==> src/rtl/cabac_bin_sched.sv <==
// ---------------------------------------------------------------------------
// cabac_bin_sched
//
// Purpose:
//   Sequencer and arbiter placed in front of the context-coded bin decoder.
//   It owns the arithmetic-decoder state (ivlCurrRange / ivlOffset) and the
//   RBSP bit window that feeds renormalisation. After the bin decoder reports
//   that context init is complete, it loads the initial 9-bit offset from the
//   window. It then grants single-bin decode requests from two syntax parsers
//   in round-robin order.
//
// Ports:
//   clk, rst           clock; synchronous active-high reset
//   i_slice_start      1-cycle pulse that restarts contexts and arithmetic state
//   i_byte/_valid      RBSP byte input, MSB first
//   o_byte_ready       the window can take a full byte (fill <= BUF_W-8)
//   i_req              per-requester decode request, held until granted
//   i_req_cm_idx       {req1 idx, req0 idx} context indices
//   o_grant            one-hot; the request is consumed this cycle
//   o_bin_valid        one-hot, one cycle after the grant; o_bin is valid
//   o_bin              decoded bin value
//   o_dec_rst          reset to the bin decoder (restarts context init)
//   i_init_done        bin decoder context init complete
//   o_dec_en/o_valid   decode strobe to the bin decoder (identical)
//   o_cm_idx           context index to the bin decoder
//   o_rbsp_win         top 8 bits of the window
//   o_ivlCurrRange     current range to the bin decoder
//   o_ivlOffset        current offset to the bin decoder
//   i_binVal           bin result from the decoder (same cycle as the strobe)
//   i_output_len       bits consumed by renormalisation
//   i_ivlCurrRange     updated range from the bin decoder
//   i_ivlOffset        updated offset from the bin decoder
// ---------------------------------------------------------------------------
module cabac_bin_sched #(
    parameter int NREQ  = 2,
    parameter int BUF_W = 24
) (
    input  logic              clk,
    input  logic              rst,
    input  logic              i_slice_start,
    input  logic [7:0]        i_byte,
    input  logic              i_byte_valid,
    output logic              o_byte_ready,
    input  logic [NREQ-1:0]   i_req,
    input  logic [NREQ*3-1:0] i_req_cm_idx,
    output logic [NREQ-1:0]   o_grant,
    output logic [NREQ-1:0]   o_bin_valid,
    output logic              o_bin,
    output logic              o_dec_rst,
    input  logic              i_init_done,
    output logic              o_dec_en,
    output logic              o_valid,
    output logic [2:0]        o_cm_idx,
    output logic [7:0]        o_rbsp_win,
    output logic [8:0]        o_ivlCurrRange,
    output logic [8:0]        o_ivlOffset,
    input  logic              i_binVal,
    input  logic [2:0]        i_output_len,
    input  logic [8:0]        i_ivlCurrRange,
    input  logic [8:0]        i_ivlOffset
);

    localparam int FW = $clog2(BUF_W + 1);

    typedef enum logic [1:0] {
        RST_DEC   = 2'd0,
        WAIT_INIT = 2'd1,
        LOAD      = 2'd2,
        READY     = 2'd3
    } state_t;

    state_t            state_reg, state_next;
    logic [BUF_W-1:0]  window_reg, window_next;
    logic [FW-1:0]     fill_reg, fill_next;
    logic [8:0]        range_reg;
    logic [8:0]        offset_reg;
    logic              bin_reg;
    logic [NREQ-1:0]   bin_valid_reg;
    logic              last_reg;

    logic              issue;
    logic              load_fire;
    logic              winner;
    logic              byte_acc;
    logic [FW-1:0]     consume;
    logic [FW-1:0]     fill_shift;
    logic [BUF_W-1:0]  window_shift;
    logic [NREQ-1:0]   grant;
    logic [2:0]        req_idx [NREQ];

    // Per-requester context index slices and one-hot grant decode.
    for (genvar gi = 0; gi < NREQ; gi++) begin : g_req
        assign req_idx[gi] = i_req_cm_idx[gi*3 +: 3];
        assign grant[gi]   = issue && (winner == 1'(gi));
    end

    // Round-robin: when both requesters ask, the one not served last wins.
    always_comb begin
        winner = 1'b0;
        if (i_req[0] && i_req[1]) begin
            winner = ~last_reg;
        end else if (i_req[1]) begin
            winner = 1'b1;
        end
    end

    // Next-state logic. A slice start overrides everything, including any
    // grant that would otherwise happen in the same cycle.
    always_comb begin
        state_next = state_reg;
        issue      = 1'b0;
        load_fire  = 1'b0;
        case (state_reg)
            RST_DEC: begin
                state_next = WAIT_INIT;
            end
            WAIT_INIT: begin
                if (i_init_done) begin
                    state_next = LOAD;
                end
            end
            LOAD: begin
                if (fill_reg >= FW'(9)) begin
                    load_fire  = 1'b1;
                    state_next = READY;
                end
            end
            READY: begin
                // Only decode with a full 8-bit window available.
                if ((|i_req) && (fill_reg >= FW'(8))) begin
                    issue = 1'b1;
                end
            end
            default: begin
                state_next = RST_DEC;
            end
        endcase
        if (i_slice_start) begin
            state_next = RST_DEC;
            issue      = 1'b0;
            load_fire  = 1'b0;
        end
    end

    // Window: shift out consumed bits first, then append the new byte right
    // behind the remaining valid bits.
    assign o_byte_ready = (fill_reg <= FW'(BUF_W - 8));
    assign byte_acc     = i_byte_valid && o_byte_ready;

    always_comb begin
        consume = '0;
        if (issue) begin
            consume = FW'(i_output_len);
        end else if (load_fire) begin
            consume = FW'(9);
        end
        fill_shift   = fill_reg - consume;
        window_shift = window_reg << consume;
        window_next  = window_shift;
        fill_next    = fill_shift;
        if (byte_acc) begin
            window_next = window_shift | ({i_byte, {(BUF_W-8){1'b0}}} >> fill_shift);
            fill_next   = fill_shift + FW'(8);
        end
    end

    always_ff @(posedge clk) begin
        if (rst) begin
            state_reg     <= RST_DEC;
            window_reg    <= '0;
            fill_reg      <= '0;
            range_reg     <= 9'd510;
            offset_reg    <= '0;
            bin_reg       <= 1'b0;
            bin_valid_reg <= '0;
            last_reg      <= 1'b1;
        end else begin
            state_reg     <= state_next;
            window_reg    <= window_next;
            fill_reg      <= fill_next;
            bin_valid_reg <= grant;
            if (i_slice_start) begin
                range_reg  <= 9'd510;
                offset_reg <= '0;
            end else if (load_fire) begin
                range_reg  <= 9'd510;
                offset_reg <= window_reg[BUF_W-1 -: 9];
            end else if (issue) begin
                range_reg  <= i_ivlCurrRange;
                offset_reg <= i_ivlOffset;
                bin_reg    <= i_binVal;
                last_reg   <= winner;
            end
        end
    end

    assign o_grant        = grant;
    assign o_bin_valid    = bin_valid_reg;
    assign o_bin          = bin_reg;
    assign o_dec_rst      = (state_reg == RST_DEC);
    assign o_dec_en       = issue;
    assign o_valid        = issue;
    assign o_cm_idx       = issue ? req_idx[winner] : 3'd0;
    assign o_rbsp_win     = window_reg[BUF_W-1 -: 8];
    assign o_ivlCurrRange = range_reg;
    assign o_ivlOffset    = offset_reg;

endmodule

==> config.mk <==
export PLATFORM = sky130hd
export DESIGN_NAME = cabac_bin_sched
export DESIGN_NICKNAME = d
export VERILOG_FILES = /design/src/rtl/cabac_bin_sched.sv
export SDC_FILE = /design/constraint.sdc
export NUM_CORES = 1
export LEC_CHECK = 0
export CAP_MARGIN = 15
export CORE_MARGIN = 1
export CORE_UTILIZATION = 57
export CTS_CLUSTER_SIZE = 40
export DETAILED_ROUTE_END_ITERATION = 10
export PLACE_DENSITY = 0.87
export REMOVE_ABC_BUFFERS = 1
export SETUP_SLACK_MARGIN = 0.02
export SLEW_MARGIN = 0
export SYNTH_ARGS = -nofsm -noshare
export SYNTH_HDL_FRONTEND = slang
export SYNTH_SLANG_ARGS = --single-unit
==> constraint.sdc <==
create_clock -name clk -period 7.9 [get_ports clk]
set_input_delay 1.185 -clock clk [delete_from_list [all_inputs] [get_ports clk]]
set_output_delay 1.185 -clock clk [all_outputs]
set_load 0.02 [all_outputs]
=== Yosys cells after proc, flatten, opt, wreduce, memory -nomap -nowiden ===
Index checks and enable logic that the tools add are counted.

* Bitwise gates (word level): 6
* Div/mod/pow operators: 0
* Equal/unequal tests: 5
* Shifts and indexed selects: 2
* Add/sub/neg operators: 2
* $mul: 0
* Multiplexer cells: 21
* Order comparisons: 4
* Reduce and logical (&&, ||, !) cells: 13

{| class="wikitable"
|+ Operator list
! cell !! count
|-
| $mux W24 || 1
|-
| $or A24 B24 Y24 || 1
|-
| $shl A24 B5 Y24 || 1
|-
| $shr A24 B5 Y24 || 1
|-
| $mux W9 || 2
|-
| $mux W3 || 4
|-
| $ge A5 B4 Y1 const B || 2
|-
| $mux W1 || 8
|-
| $mux W4 || 2
|-
| $pmux W2 S3 || 1
|-
| $reduce_and A3 Y1 || 2
|-
| $add A5 B4 Y5 const B || 1
|-
| $le A5 B5 Y1 const B || 1
|-
| $logic_and A1 B1 Y1 || 5
|-
| $mux W5 || 1
|-
| $sub A5 B5 Y5 || 1
|-
| $eq A2 B2 Y1 const B || 2
|-
| $mux W2 || 2
|-
| $ne A2 B2 Y1 const B || 2
|-
| $not A1 Y1 || 4
|-
| $reduce_or A2 Y1 || 2
|-
| $reduce_bool A3 Y1 || 1
|-
| $reduce_or A3 Y1 || 1
|-
| $eq A2 B1 Y1 const B || 1
|-
| other kinds (4) || 4
|}

* Latch bits: 0
* RAM bits: 0
* Flip-flop bits (word level): 53
* Output and inout bits: 38
* Bits in read-only memories: 0
* Memories: 0
* Word-level logic and storage cells: 61

=== Depth between registers and ports, before layout ===
* Depth after elaboration: 10
* Depth in mapped cells: 15

=== Least setup slack after synthesis ===
No wires, ideal clock.

* Path type: input -> register
* Start point: input i_slice_start
* End point: register window_reg[7]
* Setup time: 0.132 ns
* Arrival: 3.610 ns
* Cell stages on the path: 12
* Slack: 4.157 ns
* Cell sequence: or3_1 -> buf_6 -> mux2i_4 -> ha_1 -> fa_1 -> buf_2 -> buf_2 -> mux4_2 -> nor2_1 -> a21oi_1 -> a311oi_1 -> a21oi_1

* Longest elaborated chain between the ends: 7

{| class="wikitable"
|+ RTL lines
! what !! RTL line !! source
|-
| from (decl) || 40 || <nowiki>input logic i_slice_start,</nowiki>
|-
| $mux W1 || 138 || <nowiki>if (i_slice_start) begin</nowiki>
|-
| $mux W4 || 154 || <nowiki>end else if (load_fire) begin</nowiki>
|-
| $mux W4 * || 152 || <nowiki>if (issue) begin</nowiki>
|-
| $sub A5 B5 Y5 || 157 || <nowiki>fill_shift = fill_reg - consume;</nowiki>
|-
| $shr A24 B5 Y24 || 162 || <nowiki>window_next = window_shift | ({i_byte, {(BUF_W-8){1'b0}}} >> fill_shift);</nowiki>
|-
| $or A24 B24 Y24 || 162 ||
|-
| $mux W24 * || 161 || <nowiki>if (byte_acc) begin</nowiki>
|-
| to (signal assigned) || 179 || <nowiki>window_reg <= window_next;</nowiki>
|-
| to (decl) || 73 || <nowiki>logic [BUF_W-1:0] window_reg, window_next;</nowiki>
|}

Every way passes the cells marked *; elsewhere a longest branch is shown, timed or not.
A chain may end at the register's enable or synchronous reset.

=== Worst setup path in the final report ===
* Start point: input i_slice_start
* End point: register window_reg[8]

The elaborated chain is that of the path after synthesis.

==> flow_metrics.env <==
export IMPL_routed_wl_um=11470
export IMPL_peakVddDrop_mv=0.1331
export IMPL_min_delay_start="o_ivlCurrRange[0]$_SDFFE_PP0P_"
export IMPL_layout_drive_gt1_share=0.1031
export IMPL_initial_utilization=0.6059
export IMPL_finalPower_mw=0.7305
export IMPL_async_reset_ff_frac=0
export IMPL_fin_ws_ps=2859
export IMPL_synthMostInstantiatedCell="nand2_1"
export IMPL_min_period_ps=5041
export IMPL_fill_cells=547
export IMPL_finalSetupViolations=0
export IMPL_drc=0
export IMPL_numClockSinks=53
export IMPL_fin_setup_tns_ps=0
export IMPL_h_tree_depth=2
export IMPL_cts_clk_slew_worst_paths_ps=110
export IMPL_antenna_left=0
export IMPL_grt_pass1_wl_um=18640
export IMPL_drtPass1Iterations=5
export IMPL_dp_slack_ps=2634
export IMPL_required_ps=8090
export IMPL_largest_reg_flops=24
export IMPL_fin_util=0.7250
export IMPL_r2r_start="fill_reg[4]$_SDFF_PP0_"
export IMPL_synth_cells=500
export IMPL_cts_buffers=5
export IMPL_critPathLaunchType="primary input"
export IMPL_synth_area_per_cell_sq_um=8.416
export IMPL_port_buffers=80
export IMPL_p_leak_nw=1.858
export IMPL_grt_total_usage=0.3060
export IMPL_dp_cells=631
export IMPL_rr_endpoint="window_reg[8]$_SDFF_PP0_"
export IMPL_max_freq_mhz=198.4
export IMPL_whs_path_depth=2
export IMPL_ys_seq_area_frac=0.2522
export IMPL_worst_skew_pair_late_latency_ps=320
export IMPL_ys_types=66
export IMPL_root_buffer="clkbuf_8"
export IMPL_hold_class="reg -> reg"
export IMPL_stdcell_count=639
export IMPL_final_nets=596
export IMPL_grt_pass1_vias=3805
export IMPL_hold_viol=0
export IMPL_cts_tree="yes"
export IMPL_cts_resized_gates=0
export IMPL_ys_seq_elements=53
export IMPL_ioPinCount=81
export IMPL_synth_edff_count=0
export IMPL_cts_setup_buffers=0
export IMPL_postPlaceCellArea_sq_um=4916
export IMPL_status="finished clean"
export IMPL_tightestPinTransition_ps=988.9
export IMPL_final_area_sq_um=5035
export IMPL_synth_top_cell_area_share=0.2522
export IMPL_hold_slack_ps=464.3
export IMPL_rsz0062_at_grt="false"
export IMPL_cts_buffer_depth=2
export IMPL_grt_max_degree=42
export IMPL_yosys_area_top_type="dfxtp_1"
export IMPL_die_w_um=87.92
export IMPL_post_drt_wl_per_cell_um=17.95
export IMPL_vias=4096
export IMPL_via_per_inst=6.410
export IMPL_drv_cap=0
export IMPL_slew_violations=0
export IMPL_antenna_found_initial=0
export IMPL_areaGrowthSynthToFinish_pct=19.66
export IMPL_yosys_top_cells_area="dfxtp_1 (25%), mux4_2 (12%), nand2_1 (7.6%), mux2i_1 (5.5%), a21oi_1 (3.8%)"
export IMPL_reg2reg_setup_slack_ps=3440
export IMPL_dpl_hpwl_um=8486
export IMPL_netlist_area_sq_um=4208
export IMPL_num_antenna_cells=0
export IMPL_cts_hold_buffers=0
export IMPL_worst_setup_path_end_kind="flop"
export IMPL_min_to="o_ivlCurrRange[0]$_SDFFE_PP0P_"
export IMPL_power_density_nw_per_um2=145.1
export IMPL_die_area_sq_um=7730
export IMPL_ys_flop_type="dfxtp_1"
export IMPL_ys_warn_count=0
export IMPL_core_sq_um=6944
export IMPL_relSlewSlack=0.3408
export IMPL_gp_routability_congestion=1.009
export IMPL_die_y_um=87.92
export IMPL_cp_arrival_ps=5230
export IMPL_drt_iter0_markers=555
export IMPL_synth_top_cells_by_count="nand2_1 (85), dfxtp_1 (53), nor2_1 (35)"
export IMPL_fin_skew_ps=11.07
export IMPL_path_class="in -> reg"
export IMPL_rows=30
export IMPL_finalCritPeriodShare=0.6381
export IMPL_r2r_cells=10
export IMPL_overflow=0
export IMPL_crit_fanout=40
[power breakdown]
part           internal [mW]  switching (mW)  leakage [nW]
clock network         0.0973          0.0990        0.0603
registers              0.284          0.0321         0.430
logic                  0.105           0.113          1.37
total                  0.486           0.244          1.86
[worst max-delay path by stage]
stage | start | to | slack [ps]
floorplan | i_req[1] | window_reg[8]$_SDFF_PP0_ | 2400
global placement | i_slice_start | window_reg[8]$_SDFF_PP0_ | 2730
detailed placement | i_slice_start | window_reg[8]$_SDFF_PP0_ | 2630
CTS | i_slice_start | window_reg[8]$_SDFF_PP0_ | 2900
global route | i_slice_start | window_reg[8]$_SDFF_PP0_ | 2510
finish | i_slice_start | window_reg[8]$_SDFF_PP0_ | 2860
[metal layers]
metal	routed length, um	vias up	GRT usage
met5	0	-	0
met4	274	0	0.08495
met3	1038	35	0.04995
met2	5582	247	0.5250
met1	4577	1907	0.3987
li1	-	1907	-
[kinds of logic after synthesis]
kind of cell | synth area share
XOR/XNOR | 0.008327
multiplexers | 0.2313
AO/OA/AOI/OAI | 0.1766
buffers and inverters | 0.07196
flip-flops | 0.2522
adder cells (fa/ha/maj) | 0.03449
AND/OR/NAND/NOR | 0.2251
[worst max-delay path: stages]
cell,delay (ps)
clkdlybuf4s50_1,510
nor2b_1,230
o221ai_4,260
buf_4,360
mux2i_4,260
ha_1,280
fa_1,870
mux2_1,400
mux2i_1,260
o21ai_0,220
a31oi_1,270
a21oi_1,110
[layout make-up]
cell class / instances / area (sq um) / share of cell area
inverter: 11 / 41.29 / 0.008201
multi-input combinational: 386 / 2855 / 0.5671
sequential: 53 / 1061 / 0.2107
tap: 96 / 120.1 / 0.02386
timing repair buffer: 85 / 838.3 / 0.1665
clock buffer: 5 / 68.82 / 0.01367
clock inverter: 3 / 50.05 / 0.009940
[placed cells by master, fill, tap and decap left out, types with 4 or more instances in the layout]
| cell type | netlist | routed |
|---|---|---|
| nor2_1 | 35 | 35 |
| mux2_1 | 10 | 10 |
| mux2i_1 | 23 | 23 |
| and2_1 | 5 | 5 |
| a211oi_1 | 4 | 4 |
| nand2_1 | 85 | 85 |
| nor2b_1 | 5 | 5 |
| dfxtp_1 | 53 | 53 |
| inv_1 | 10 | 10 |
| nor3_1 | 4 | 4 |
| nand4_1 | 5 | 5 |
| clkdlybuf4s50_1 | 0 | 80 |
| a21oi_1 | 32 | 32 |
| a311oi_1 | 10 | 10 |
| mux2_2 | 8 | 8 |
| mux4_2 | 23 | 23 |
| clkbuf_8 | 0 | 5 |
| o21ai_1 | 8 | 8 |
| o21ai_0 | 7 | 7 |
| nand2b_1 | 4 | 4 |
| nand3_1 | 27 | 27 |
| a2bb2oi_1 | 4 | 4 |
| ha_1 | 10 | 10 |
| and3_1 | 5 | 5 |
| a31oi_1 | 9 | 9 |
| buf_4 | 13 | 5 |
No activity file was read; power rests on OpenSTA's default activity.
